===== src/rtl/histogram_equalizer_pkg.sv =====
// Shared widths and FSM encoding for the histogram equalizer.
// The LUT builder walks all histogram bins once per build request.
package histo_pkg;
    localparam int GRAY_W   = 8;
    localparam int HIST_W   = 20;
    localparam int NUM_BINS = 256;

    typedef enum logic [1:0] {
        IDLE  = 2'd0,
        SCAN  = 2'd1,
        DRAIN = 2'd2,
        DONE  = 2'd3
    } histo_state_e;
endpackage


===== src/rtl/histogram_equalizer_if.sv =====
// Bus bundles: the LUT RAM write/read port and a plain pixel stream.
// Pixel stream: gray is meaningful only in a cycle where valid=1; there is no backpressure.
interface histo_lut_if;
    import histo_pkg::*;
    logic              wr_en;
    logic [GRAY_W-1:0] wr_addr;
    logic [GRAY_W-1:0] wr_data;
    logic [GRAY_W-1:0] rd_addr;
    logic [GRAY_W-1:0] rd_data;

    modport master (output wr_en, wr_addr, wr_data, rd_addr, input rd_data);
    modport slave  (input wr_en, wr_addr, wr_data, rd_addr, output rd_data);
endinterface



===== src/rtl/histogram_equalizer_lut.sv =====
// 256x8 equalization LUT: one synchronous write port, one registered read port.
// Contents are intentionally not reset; a read of an address written in the same cycle returns the old entry.
module eq_lut
    import histo_pkg::*;
(
    input logic        clk_i,
    histo_lut_if.slave lut
);

    logic [GRAY_W-1:0] mem_q [NUM_BINS];

    always_ff @(posedge clk_i) begin
        if (lut.wr_en) begin
            mem_q[lut.wr_addr] <= lut.wr_data;
        end
        lut.rd_data <= mem_q[lut.rd_addr];
    end

endmodule


===== src/rtl/histogram_equalizer.sv =====
// Builds a gray-level equalization LUT from a 256-bin histogram and remaps a pixel stream through it.
// Histogram reads have one cycle of latency, so each bin is accumulated one cycle after its address.
module histogram_equalizer
    import histo_pkg::*;
#(
    parameter int TOTAL_PIXELS = 384000,
    parameter int SCALE_K      = 349,
    parameter int SCALE_SHIFT  = 19
) (
    input  logic              iClk,
    input  logic              iRst_n,
    input  logic              iStart,
    output logic [GRAY_W-1:0] oHistAddr,
    input  logic [HIST_W-1:0] iHistVal,
    output logic              oBusy,
    output logic              oDone,
    input  logic              iValid,
    input  logic [GRAY_W-1:0] iGray,
    output logic              oValid,
    output logic [GRAY_W-1:0] oGray,
    output histo_state_e      oDbgState
);

    histo_state_e      state_q;
    logic [GRAY_W-1:0] addr_q;
    logic [HIST_W-1:0] cdf_q;
    logic [HIST_W-1:0] cdf_d;
    logic              busy_q;
    logic              done_q;
    logic              lut_ready_q;
    logic              valid_q;
    logic [GRAY_W-1:0] gray_q;

    logic [HIST_W:0]   sum_w;
    logic [31:0]       prod_w;
    logic [31:0]       scaled_w;
    logic [GRAY_W-1:0] lut_val_w;

    histo_lut_if lut_bus ();

    // Saturating accumulate: a corrupt or oversized bin must never wrap the CDF.
    always_comb begin
        sum_w    = {1'b0, cdf_q} + {1'b0, iHistVal};
        cdf_d    = sum_w[HIST_W] ? '1 : sum_w[HIST_W-1:0];
        prod_w   = 32'(cdf_d) * 32'(SCALE_K);
        scaled_w = prod_w >> SCALE_SHIFT;
        // A full frame maps to white even when SCALE_K rounds down.
        if (scaled_w > 32'd255 || 32'(cdf_d) >= 32'(TOTAL_PIXELS)) begin
            lut_val_w = '1;
        end else begin
            lut_val_w = scaled_w[GRAY_W-1:0];
        end
    end

    always_ff @(posedge iClk or negedge iRst_n) begin
        if (!iRst_n) begin
            state_q     <= IDLE;
            addr_q      <= '0;
            cdf_q       <= '0;
            busy_q      <= 1'b0;
            done_q      <= 1'b0;
            lut_ready_q <= 1'b0;
        end else begin
            done_q <= 1'b0;
            case (state_q)
                IDLE: begin
                    if (iStart) begin
                        state_q <= SCAN;
                        addr_q  <= '0;
                        cdf_q   <= '0;
                        busy_q  <= 1'b1;
                    end
                end
                SCAN: begin
                    addr_q <= addr_q + 8'd1;
                    if (addr_q != '0) begin
                        cdf_q <= cdf_d;
                    end
                    if (addr_q == GRAY_W'(NUM_BINS - 1)) begin
                        state_q <= DRAIN;
                    end
                end
                DRAIN: begin
                    cdf_q   <= cdf_d;
                    state_q <= DONE;
                    busy_q  <= 1'b0;
                    done_q  <= 1'b1;
                end
                DONE: begin
                    lut_ready_q <= 1'b1;
                    state_q     <= IDLE;
                end
                default: state_q <= IDLE;
            endcase
        end
    end

    // Bin being written trails the address by one; in DRAIN the address has wrapped to 0, so this yields 255.
    assign lut_bus.wr_en   = (state_q == SCAN && addr_q != '0) || (state_q == DRAIN);
    assign lut_bus.wr_addr = addr_q - 8'd1;
    assign lut_bus.wr_data = lut_val_w;
    assign lut_bus.rd_addr = iGray;

    eq_lut u_lut (
        .clk_i (iClk),
        .lut   (lut_bus)
    );

    always_ff @(posedge iClk or negedge iRst_n) begin
        if (!iRst_n) begin
            valid_q <= 1'b0;
            gray_q  <= '0;
        end else begin
            valid_q <= iValid;
            gray_q  <= iGray;
        end
    end

    assign oHistAddr = addr_q;
    assign oBusy     = busy_q;
    assign oDone     = done_q;
    assign oValid    = valid_q;
    assign oGray     = lut_ready_q ? lut_bus.rd_data : gray_q;
    assign oDbgState = state_q;

endmodule

===== config.mk =====
export PLATFORM = sky130hd
export DESIGN_NAME = histogram_equalizer
export DESIGN_NICKNAME = d
export VERILOG_FILES = /design/src/rtl/histogram_equalizer_pkg.sv /design/src/rtl/histogram_equalizer_if.sv /design/src/rtl/histogram_equalizer_lut.sv /design/src/rtl/histogram_equalizer.sv
export SDC_FILE = /design/constraint.sdc
export NUM_CORES = 2
export LEC_CHECK = 0
export ABC_AREA = 1
export CAP_MARGIN = 40
export CORE_ASPECT_RATIO = 1.5
export CORE_UTILIZATION = 60
export CTS_BUF_LIST = sky130_fd_sc_hd__clkbuf_16
export CTS_CLUSTER_DIAMETER = 30
export CTS_CLUSTER_SIZE = 28
export DETAILED_ROUTE_END_ITERATION = 7
export PLACE_DENSITY_LB_ADDON = 0.2
export SKIP_CTS_REPAIR_TIMING = 1
export SLEW_MARGIN = 20
export SYNTH_ARGS = -nofsm -noshare
export SYNTH_HDL_FRONTEND = slang
export SYNTH_SLANG_ARGS = --single-unit
export TNS_END_PERCENT = 100

===== constraint.sdc =====
create_clock -name iClk -period 11.8 [get_ports iClk]
set_clock_uncertainty 0.2 [all_clocks]
set_input_delay 2.36 -clock iClk [delete_from_list [all_inputs] [get_ports iClk]]
set_output_delay 2.36 -clock iClk [all_outputs]
set_load 0.02 [all_outputs]

[Word-level counts from Yosys, hierarchy flattened]
Memory sizes are Yosys's and may differ from the RTL's. A register that Yosys moved wholly into a read port is not among the register bits.
Index checks and enable logic that the tools add are counted.
Storage, ports and cells
  input port bits: 32
  bits in writable memories: 2048
  bits in registers: 42
  memories kept: 1
  logic and storage cells: 50
  output and inout port bits: 21
Memories
  u_lut.mem_q: words 256, bits a word 8, read ports 1, clocked after memory_dff 1, wr ports 1, RTL line histogram_equalizer_lut.sv:10  | logic [GRAY_W-1:0] mem_q [NUM_BINS];
Cells by class
  multiply operators: 1
  $lt $le $gt $ge: 2
  reduce and logical (&&, ||, !) cells: 12
  add/sub/neg operators: 3
  eq/ne operators: 7
  mux-type cells: 16
Operator list (number)
  2-to-1 mux 20 bit: 3
  case mux 20 bit (3 select lines): 1
  multiplier 20 x 9 -> 29 bit, second input constant: 1
  2-to-1 mux 8 bit: 3
  adder 20 x 20 -> 21 bit: 1
  greater-or-equal comparator 20 x 19 -> 1 bit, second input constant: 1
  case mux 8 bit (2 select lines): 1
  > comparator 10 x 8 -> 1 bit, second input constant: 1
  adder 8 x 1 -> 8 bit, second input constant: 1
  equality test 8 bit, second input constant: 1
  case mux 2 bit (4 select lines): 1
  nonzero test 8 bit: 1
  subtractor 8 x 1 -> 8 bit, second input constant: 1
  != test 2 bit, second input constant: 3
  AND reduction 2 bit: 3
  equality test 2 bit, second input constant: 2
  2-to-1 mux 1 bit: 4
  2-to-1 mux 2 bit: 2
  nonzero test 2 bit: 2
  AND reduction 3 bit: 1
  nonzero test 3 bit: 1
  equality test 2 x 1 -> 1 bit, second input constant: 1
  logical NOT 2 bit: 1
  logical OR 1 bit: 2
  2 further kinds: 2

[Depth between registers and ports, before layout]
  depth in word-level cells: 6
  gate-level depth with buffers: 37
  depth with buffers taken out: 36

[By module]
Synthesis repeated with hierarchy kept, for this count alone.
Unflattened totals
  cells, all modules: 7966
  area, all modules: 90443.0 um^2
Modules (own cells, without submodules)
  eq_lut: seq. area each 61659.1 um^2, cells each 7003, times used 1, area an instance 83396.2 um^2
  histogram_equalizer: seq. area each 1051.0 um^2, cells each 963, times used 1, area an instance 7046.8 um^2

[Worst setup path after synthesis]
OpenSTA, ideal clock, no wires.
  path type: input port to flip-flop
  from: in iHistVal[0]
  to: mem u_lut.mem_q[0][0] (data pin)
  setup time: 0.823 ns
  slack: 0.570 ns
  data required time: 10.777 ns
  stages: 30
  path buffers: 1
  arrival time: 10.207 ns
  cells stage by stage: ha_1 > fa_1 > nand2_1 > nand2_1 > o21ai_0 > nor2_1 > nor2_2 > inv_1 > buf_4 > nor2_1 > inv_1 > ha_1 > inv_1 > fa_1 > inv_1 > fa_1 > inv_1 > fa_1 > inv_1 > ha_1 > a21oi_1 > a21boi_0 > nand2_1 > nand3_1 > nand2_1 > nand2_1 > nand2_1 > nand3_1 > nor2_4 > nand2_1
Between the ends
  word-level cells in the longest chain between the ends: 6
  elaborated cells between the ends (all ways): 7
  those cells by class: 1 x add/sub; 1 x mul; 2 x order compare; 2 x mux; 1 x reduce/logical
Ends and longest elaborated chain
  start: declaration: RTL line histogram_equalizer.sv:14  | input logic [HIST_W-1:0] iHistVal,
  adder 20 x 20 -> 21 bit (*): RTL line histogram_equalizer.sv:43  | sum_w = {1'b0, cdf_q} + {1'b0, iHistVal};
  2-to-1 mux 20 bit (*): RTL line histogram_equalizer.sv:44  | cdf_d = sum_w[HIST_W] ? '1 : sum_w[HIST_W-1:0];
  multiplier 20 x 9 -> 29 bit: RTL line histogram_equalizer.sv:45  | prod_w = 32'(cdf_d) * 32'(SCALE_K);
  > comparator 10 x 8 -> 1 bit: RTL line histogram_equalizer.sv:48  | if (scaled_w > 32'd255 || 32'(cdf_d) >= 32'(TOTAL_PIXELS)) begin
  logical OR 1 bit: RTL line histogram_equalizer.sv:48
  2-to-1 mux 8 bit (*): RTL line histogram_equalizer.sv:48
  named net lut_bus.wr_data[0]: RTL line histogram_equalizer_if.sv:7  | logic [GRAY_W-1:0] wr_data;
  end: declaration: RTL line histogram_equalizer_lut.sv:10
The timed path passes the listed nets; every way through them passes the cells marked *.

[Worst setup path in the final report]
  from: in iHistVal[0]
  to: mem u_lut.mem_q[186][5] (data pin)
Same word-level chain as after synthesis.

==> reports/metrics.yaml <==
post-route-period-util: 0.819
layout.filler_cells: 10100
critPathRequiredTime_ps: 12220
postRouteAntennaNets: 0
crit_path_end_kind: "flop"
worst_slew_pin_slew_ps: 1120
h-tree-depth: 5
critical_path.startpoint_type: "primary input"
clock-root-buffer: "sky130_fd_sc_hd__clkbuf_16"
critPathMostFrequentCell: "sky130_fd_sc_hd__inv_1"
residual_drc_count: 0
die_width_um: 318
fp.coreArea_um2: 148000
grt.total_usage: 0.328
final-setup-viol-count: 0
floorplan.initialDensity: 0.606
max-cap-violations: 0
netlist_area_before_placement_um2: 89900
run_status: "completed"
critPathMaxStageDelay_ps: 540
syn_inst: 7930
drt-total-wl_um: 249000
maxSlewHeadroom: 0.254
via_per_inst: 6.17
synth-edff-count: 2048
layout-drive-gt1-share: 0.0939
clk-insertion-delay-late_ps: 930
die_area_um2: 151000
drt_iter0_drc: 7549
routed-via-count: 62900
post_synthesis_sequential_element_count: 2098
cts_tree: "yes"
final-max-slew-violation-count: 0
globalplace.congestion: 0.897
dp_cells: 9605
cpMaxStageDelayCell: "sky130_fd_sc_hd__fa_1"
worstHoldPathType: "reg2reg"
grt_pass1_wl_um: 373000
row_count: 173
clockBufferDepth: 4
tritoncts_buffers: 296
crit_path_max_fanout: 102
worst-setup-path-type: "in2reg"
synth_seq_area_share: 0.697
globalRoute.totalOverflow: 0
layout.cells.non_filler: 10200
numPortBuffers: 52
detailed_place_hpwl_um: 144000
nets: 8253
clock_sink_count: 2098
yosysUniqueCellTypes: 40
routed_len_inst_um: 24.5
hold_viol: 0
first_global_vias: 61700
critical_path.top_delay_family: "adder cells"
critPathArrivalTime_ps: 10080
synthesis.nets: 8143
firstDrtPassIters: 6
area_delta_synth_final_pct: 14.5
worst_setup_hold_path_clk_slew_ps: 50
cp_num_buf_inv: 9
maxClockFrequency_ghz: 0.103
setup_total_negative_slack_ps: 0
rsz0062_at_grt: "no"
synthArstFlopShare: 0.0200
mostFrequentLayoutCells: "sky130_fd_sc_hd__nand2_1 (2,339), sky130_fd_sc_hd__nand3_1 (2,058), sky130_fd_sc_hd__edfxtp_1 (2,048), sky130_fd_sc_hd__nor2_1 (344), sky130_fd_sc_hd__clkbuf_16 (301)"
leading_cell_type_in_the_layout_fill_and_taps_excluded: "sky130_fd_sc_hd__nand2_1"
yosys_warnings: 0
pin_count_of_the_biggest_net_entering_global_routing: 197
antenna_violations_before_repair: 6
synth.avg_cell_area_um2: 11.3
timing.final.crit_period_ps: 9670
ys.flop_type: "sky130_fd_sc_hd__edfxtp_1"
dieHeight_um: 476
number_of_placed_i_o_pins: 53
==> worst register-to-register path, delay by kind of cell (launching register included) <==
family	cells	cell delay, ps
flip-flops	1	370
AO/OA/AOI/OAI	3	610
buffers and inverters	8	1460
adder cells (fa/ha/maj)	7	2870
AND/OR/NAND/NOR	12	2320
==> routing by layer <==
metal  part of all wire  routed length (µm)  track usage  vias up
met5            0.00017                  43            0        -
met4              0.064               15900        0.199        6
met3              0.099               24600       0.0638      817
met2               0.49              121000        0.534     3674
met1               0.35               87700        0.408    30400
li1                   -                   -            -    28000
==> cells in the mapped netlist (42+ instances only) <==
master,instances,area share
sky130_fd_sc_hd__a21oi_1,42,0.0023
sky130_fd_sc_hd__buf_1,74,0.0031
sky130_fd_sc_hd__buf_2,193,0.011
sky130_fd_sc_hd__clkbuf_1,215,0.0090
sky130_fd_sc_hd__dfrtp_1,42,0.012
sky130_fd_sc_hd__edfxtp_1,2048,0.68
sky130_fd_sc_hd__fa_1,68,0.015
sky130_fd_sc_hd__ha_1,113,0.016
sky130_fd_sc_hd__inv_1,241,0.010
sky130_fd_sc_hd__nand2_1,2363,0.099
sky130_fd_sc_hd__nand3_1,2058,0.11
sky130_fd_sc_hd__nor2_1,344,0.014
==> final cells by class <==
class | count | area (µm²) | area share
flip-flops and latches | 2098 | 62700 | 0.609
multi-input cells | 5100 | 24300 | 0.236
well taps | 1925 | 2410 | 0.0234
clock buffers | 301 | 7530 | 0.0732
clock inverters | 214 | 2120 | 0.0206
diodes | 7 | 17.5 | 0.000170
repair buffers | 298 | 2920 | 0.0283
inverters | 246 | 948 | 0.00921
==> final timing paths <==
kind	cells past startpoint	to	slack (ps)	startpoint
min	2	cdf_q[16]	280	cdf_q[16]
min in group asynchronous	2	cdf_q[14]	1370	iRst_n
min reg2reg	2	cdf_q[16]	280	cdf_q[16]
max in group asynchronous	2	oHistAddr[5]	9540	iRst_n
max	31	u_lut.mem_q[186][5]	2130	iHistVal[0]
max reg2reg	30	u_lut.mem_q[186][5]	3680	cdf_q[0]
==> cell families (layout without fill, tap and decap cells) <==
logic type / Yosys count / in the layout / synth area share
buffers and inverters: 732 / 1059 / 0.0334
other: 0 / 7 / 0
and+or+nand+nor: 4809 / 4809 / 0.231
AOI/OAI and AO/OA: 88 / 88 / 0.00527
DFF: 2098 / 2098 / 0.697
xor gates and xnor gates: 22 / 22 / 0.00223
adders and majority gates: 181 / 181 / 0.0309
==> flip-flops by register name, summed over array words and instances (netlist names) <==
name and flops:
cdf_q 20, gray_q 8, lut_ready_q 1, oBusy 1
oDbgState 2, oDone 1, oHistAddr 8, oValid 1
u_lut.lut.rd_data 8, u_lut.mem_q 2048
==> through the flow <==
step	hold slack [ps]	utilization	cell area [µm²]	setup slack, ps
detailed placement	274	0.625	92800	1210
finish	282	0.693	103000	2130
floorplan	253	-	89900	570
CTS	287	0.690	102000	2120
global placement	275	0.618	91700	1270
global route	308	0.693	103000	1640
Power is not shown: default switching activity piles up to over one toggle a cycle in this logic, so the estimate is an artifact.
